### config.mk
export PLATFORM = sky130hd
export DESIGN_NAME = fdc_code_averager
export DESIGN_NICKNAME = d
export VERILOG_FILES = /design/src/rtl/fdc_pkg.sv /design/src/rtl/fdc_ref_sync.sv /design/src/rtl/fdc_code_averager.sv
export SDC_FILE = /design/constraint.sdc
export NUM_CORES = 1
export LEC_CHECK = 0
export ABC_AREA = 1
export ABC_CLOCK_PERIOD_IN_PS = 2100
export CORE_ASPECT_RATIO = 1.5
export CORE_MARGIN = 1
export CORE_UTILIZATION = 55
export CTS_CLUSTER_SIZE = 12
export DETAILED_ROUTE_END_ITERATION = 10
export GPL_ROUTABILITY_DRIVEN = 1
export PLACE_DENSITY = 0.78
export SLEW_MARGIN = 20
export SYNTH_ARGS = -nofsm -noshare
export SYNTH_HDL_FRONTEND = slang
export SYNTH_SLANG_ARGS = --single-unit
### constraint.sdc
create_clock -name clk -period 2.1 [get_ports clk]
set_clock_uncertainty 0.05 [all_clocks]
set_input_delay 0.42 -clock clk [delete_from_list [all_inputs] [get_ports clk]]
set_output_delay 0.42 -clock clk [all_outputs]
set_load 0.01 [all_outputs]
### src/rtl/fdc_pkg.sv
// Shared constants for the FDC code averager slice.
//   CODE_W_DEF : default FDC code width
//   LOG2_N_DEF : default log2 of samples per averaging window
//   ACC_W      : accumulator width for the defaults (sum of N max codes fits)
//   CODE_MAX   : all-ones code, the reset value of the running window minimum
package fdc_pkg;

  localparam int unsigned CODE_W_DEF = 5;
  localparam int unsigned LOG2_N_DEF = 4;
  localparam int unsigned ACC_W      = CODE_W_DEF + LOG2_N_DEF;
  localparam logic [CODE_W_DEF-1:0] CODE_MAX = '1;

endpackage

### src/rtl/fdc_ref_sync.sv
// Resynchronises the raw reference pin into clk and emits a one-cycle tick
// per rising edge.
//   clk    : system clock
//   rst_n  : async active-low reset
//   ref_in : raw reference pin, asynchronous to clk
//   tick   : one clk cycle high per synchronised rising edge of ref_in
module fdc_ref_sync #(
  parameter int unsigned SYNC_STAGES = 2
) (
  input  logic clk,
  input  logic rst_n,
  input  logic ref_in,
  output logic tick
);

  logic [SYNC_STAGES-1:0] sync_q;
  logic                   edge_q;

  always_ff @(posedge clk or negedge rst_n) begin
    if (!rst_n) begin
      sync_q <= '0;
      edge_q <= 1'b0;
    end else begin
      sync_q <= {sync_q[SYNC_STAGES-2:0], ref_in};
      edge_q <= sync_q[SYNC_STAGES-1];
    end
  end

  assign tick = sync_q[SYNC_STAGES-1] & ~edge_q;

endmodule

### src/rtl/fdc_code_averager.sv
// Windowed statistics over the FDC code output. One code is sampled per
// synchronised rising edge of ref_in; every 2^LOG2_N samples the truncated
// mean, minimum and maximum are loaded into a valid/ready output register.
//   clk, rst_n  : system clock, async active-low reset
//   ref_in      : raw reference pin (sampling strobe)
//   code_in     : FDC code, stable when the sample is taken
//   en          : 1 = accumulate, 0 = hold window in its reset state
//   out_ready   : consumer accepts the held result
//   clr_ovr     : clears the sticky overrun flag
//   avg_out/min_out/max_out : last window result
//   out_valid   : result register holds an unconsumed result
//   overrun     : sticky, an unconsumed result was overwritten
//   sample_cnt  : samples taken in the current window
module fdc_code_averager
  import fdc_pkg::*;
#(
  parameter int unsigned CODE_W      = CODE_W_DEF,
  parameter int unsigned LOG2_N      = LOG2_N_DEF,
  parameter int unsigned SYNC_STAGES = 2
) (
  input  logic              clk,
  input  logic              rst_n,
  input  logic              ref_in,
  input  logic [CODE_W-1:0] code_in,
  input  logic              en,
  input  logic              out_ready,
  input  logic              clr_ovr,
  output logic [CODE_W-1:0] avg_out,
  output logic [CODE_W-1:0] min_out,
  output logic [CODE_W-1:0] max_out,
  output logic              out_valid,
  output logic              overrun,
  output logic [LOG2_N-1:0] sample_cnt
);

  localparam int unsigned ACC_WL = CODE_W + LOG2_N;

  logic              tick;
  logic [ACC_WL-1:0] acc_q, acc_d, sum;
  logic [LOG2_N-1:0] cnt_q, cnt_d;
  logic [CODE_W-1:0] win_min_q, win_min_d, win_max_q, win_max_d;
  logic [CODE_W-1:0] min_new, max_new;
  logic [CODE_W-1:0] avg_q, avg_d, min_q, min_d, max_q, max_d;
  logic              valid_q, valid_d, ovr_q, ovr_d;
  logic              sample, close;

  fdc_ref_sync #(
    .SYNC_STAGES (SYNC_STAGES)
  ) u_sync (
    .clk    (clk),
    .rst_n  (rst_n),
    .ref_in (ref_in),
    .tick   (tick)
  );

  always_comb begin
    sample  = tick & en;
    close   = sample & (&cnt_q);
    sum     = acc_q + ACC_WL'(code_in);
    min_new = (code_in < win_min_q) ? code_in : win_min_q;
    max_new = (code_in > win_max_q) ? code_in : win_max_q;

    acc_d     = acc_q;
    cnt_d     = cnt_q;
    win_min_d = win_min_q;
    win_max_d = win_max_q;
    avg_d     = avg_q;
    min_d     = min_q;
    max_d     = max_q;
    valid_d   = valid_q;
    ovr_d     = ovr_q;

    if (!en) begin
      acc_d     = '0;
      cnt_d     = '0;
      win_min_d = '1;
      win_max_d = '0;
    end else if (close) begin
      acc_d     = '0;
      cnt_d     = '0;
      win_min_d = '1;
      win_max_d = '0;
    end else if (sample) begin
      acc_d     = sum;
      cnt_d     = cnt_q + 1'b1;
      win_min_d = min_new;
      win_max_d = max_new;
    end

    // The closing sample is folded in on the same edge, so the result
    // registers take the combinational sum/min/max rather than the window regs.
    if (close) begin
      avg_d   = sum[ACC_WL-1:LOG2_N];
      min_d   = min_new;
      max_d   = max_new;
      valid_d = 1'b1;
    end else if (valid_q && out_ready) begin
      valid_d = 1'b0;
    end

    // A set on the same edge as clr_ovr takes priority.
    if (close && valid_q && !out_ready) begin
      ovr_d = 1'b1;
    end else if (clr_ovr) begin
      ovr_d = 1'b0;
    end
  end

  always_ff @(posedge clk or negedge rst_n) begin
    if (!rst_n) begin
      acc_q     <= '0;
      cnt_q     <= '0;
      win_min_q <= '1;
      win_max_q <= '0;
      avg_q     <= '0;
      min_q     <= '0;
      max_q     <= '0;
      valid_q   <= 1'b0;
      ovr_q     <= 1'b0;
    end else begin
      acc_q     <= acc_d;
      cnt_q     <= cnt_d;
      win_min_q <= win_min_d;
      win_max_q <= win_max_d;
      avg_q     <= avg_d;
      min_q     <= min_d;
      max_q     <= max_d;
      valid_q   <= valid_d;
      ovr_q     <= ovr_d;
    end
  end

  assign avg_out    = avg_q;
  assign min_out    = min_q;
  assign max_out    = max_q;
  assign out_valid  = valid_q;
  assign overrun    = ovr_q;
  assign sample_cnt = cnt_q;

endmodule

==> impl_metrics.env <==
export IMPL_hp_class="in2async"
export IMPL_hold_buffers=0
export IMPL_grt_overflow_total=0
export IMPL_final_common_cell="nand2_1"
export IMPL_ys_seq_elements=43
export IMPL_critPathMaxFanout=5
export IMPL_place_hpwl_um=3743
export IMPL_leakagePower_nw=1.668
export IMPL_setup_violations_final=0
export IMPL_io_buffers=31
export IMPL_worst_pin_slew_ns=0.5335
export IMPL_synth_distinct_cells=26
export IMPL_cp_start_kind="input pin"
export IMPL_dr_pass1_iters=4
export IMPL_whs_ns=0.1334
export IMPL_cts_sinks=43
export IMPL_syn_avg_cell_area_um2=8.013
export IMPL_post_route_util=0.7571
export IMPL_finalWorstSetupSlack_ns=0.1565
export IMPL_vias=2111
export IMPL_drive_above_1_share=0.1488
export IMPL_grt_pass1_vias=2046
export IMPL_clkLatencyLatePin_ns=0.30
export IMPL_die_w_um=55.71
export IMPL_reg2reg_depth=8
export IMPL_arrival_ns=2.13
export IMPL_rsz0062_at_grt="no"
export IMPL_maxSlewViolCount=0
export IMPL_synth_cell_area_um2=2380
export IMPL_maxSlewHeadroom=0.6444
export IMPL_drt_iter0_drc=77
export IMPL_syn_inst=297
export IMPL_cts_max_path_buffers=2
export IMPL_n_antenna_cell=0
export IMPL_synth_area_leaders="dfrtp_1 40%, nand2_1 20%, ha_1 7.9%, nand3_1 7.4%, dfstp_2 5.5%"
export IMPL_nets=389
export IMPL_clk_transition_reported_paths_ns=0.09
export IMPL_ys_warn_count=0
export IMPL_drt_total_wl_um=5123
export IMPL_fp_row_count=28
export IMPL_start_util=0.5907
export IMPL_r2r_end="win_min_q[1]"
export IMPL_cp_startpoint="code_in[4]"
export IMPL_vdd_drop_max_mv=0.4955
export IMPL_max_freq_ghz=0.5145
export IMPL_num_fill_cells=315
export IMPL_synth_nets=324
export IMPL_min_period_over_period=0.9255
export IMPL_syn_to_final_growth_pct=28.18
export IMPL_powerDensity_nw_per_um2=568.7
export IMPL_synth_area_leader_cell="dfrtp_1"
export IMPL_cp_required_ns=2.29
export IMPL_pre_cts_slack_ns=-0.2237
export IMPL_coreArea_um2=4029
export IMPL_seq_area_frac_synth=0.4548
export IMPL_path_class="in2reg"
export IMPL_yosysTopAreaCellShare=0.3996
export IMPL_worst_setup_path_end_kind="flip-flop"
export IMPL_mostFrequentLayoutCells="123 x nand2_1, 38 x dfrtp_1, 34 x inv_1"
export IMPL_dieArea_um2=4599
export IMPL_routed_via_density=5.174
export IMPL_grt_start_max_net_pins=44
export IMPL_drc=0
export IMPL_timing_rr_start="win_min_q[4]"
export IMPL_period_needed_ns=1.943
export IMPL_die_y_um=82.56
export IMPL_antenna_found_initial=0
export IMPL_rrSetupSlack_ns=0.39
export IMPL_crit_end="win_min_q[1]"
export IMPL_ant_nets=0
export IMPL_grt_pass1_wl_um=8763
export IMPL_hold_viol_final=0
export IMPL_cap_violations=0
export IMPL_ios=32
export IMPL_cts_buffers=5
export IMPL_ctsHtreeMaxLevel=2
export IMPL_place_congestion=0.9023
export IMPL_grt_use_total=0.2451
export IMPL_cts_root_buf="clkbuf_8"
export IMPL_detail_route_wl_per_cell_um=12.56
export IMPL_cts_tree="built"
export IMPL_status="complete, no violations"
-- critical path, cell delays in order --
cell,delay [ns]
clkdlybuf4s50_1,0.49
buf_4,0.18
ha_1,0.30
a21oi_1,0.24
buf_4,0.18
nand4_1,0.12
nand3_1,0.10
nand2_1,0.05
inv_1,0.05
-- how the worst min path moves through the flow --
stage                       end  slack, ns              from  cells past startpoint
2_1_floorplan          acc_q[0]       0.07             rst_n                      0
3_3_place_gp   u_sync.sync_q[1]       0.29  u_sync.sync_q[0]                      0
3_5_place_dp   u_sync.sync_q[1]       0.29  u_sync.sync_q[0]                      0
4_1_cts              avg_out[0]       0.16             rst_n                      2
5_1_grt              avg_out[3]       0.20             rst_n                      2
6_report               acc_q[2]       0.13             rst_n                      2
-- Yosys cell counts (all sizes together) --
cell type,count
dfstp,5
xor2,2
nand3,37
nand3b,3
o22ai,2
nor2,5
inv,35
o21ai,5
ha,15
nand2,124
buf,4
dfrtp,38
clkinv,1
a31oi,1
a21oi,5
fa,1
nor3,1
a22o,2
nand4,7
or2,2
xnor2,2
-- metal layers --
metal,part of all wire,GRT usage
met5,0,0
met4,0.014,0.07750
met3,0.033,0.03738
met2,0.52,0.4771
met1,0.43,0.2735
-- power breakdown --
group	internal, mW	switching [mW]	total [mW]
clock	0.237	0.275	0.511
combinational	0.149	0.187	0.336
sequential	0.864	0.0236	0.888
-- stage by stage --
step,TNS [ns],std cells,cell area [um2],power [mW]
global route,0,408,3050,1.817
global placement,-4.157,399,2940,1.224
floorplan,0,297,2380,1.085
CTS,0,407,3020,1.735
finish,0,408,3050,1.735
detailed placement,-4.845,399,2940,1.233
-- kinds of logic (layout without fill, tap and decap cells) --
logic type | after synthesis | after routing | synth area share
AOI/OAI and AO/OA | 15 | 15 | 0.04521
xor gates and xnor gates | 4 | 4 | 0.01472
adders and majority gates | 16 | 16 | 0.08728
buffers and inverters | 40 | 106 | 0.07413
DFF | 43 | 43 | 0.4548
and+or+nand+nor | 179 | 179 | 0.3239
-- cell type report --
cell class,instances,area (um2),area share
multi-input cells,214,1136,0.3724
flip-flops and latches,43,1082,0.3548
well taps,45,56.30,0.01846
repair buffers,62,558.0,0.1829
inverters,36,137.6,0.04512
clock buffers,8,80.08,0.02625
-- state kept, by name (all words and copies together), names as in the netlist --
| name | flops |
|---|---|
| acc_q | 9 |
| avg_out | 5 |
| max_out | 5 |
| min_out | 5 |
| out_valid | 1 |
| overrun | 1 |
| sample_cnt | 4 |
| u_sync.edge_q | 1 |
| u_sync.sync_q | 2 |
| win_max_q | 5 |
| win_min_q | 5 |
-- timing repair --
action,in CTS,in global routing
endpoints found under the setup margin,0,20
setup buffers,0,1
resized for setup,0,7
Note: power is estimated with default switching activity, not from simulation.
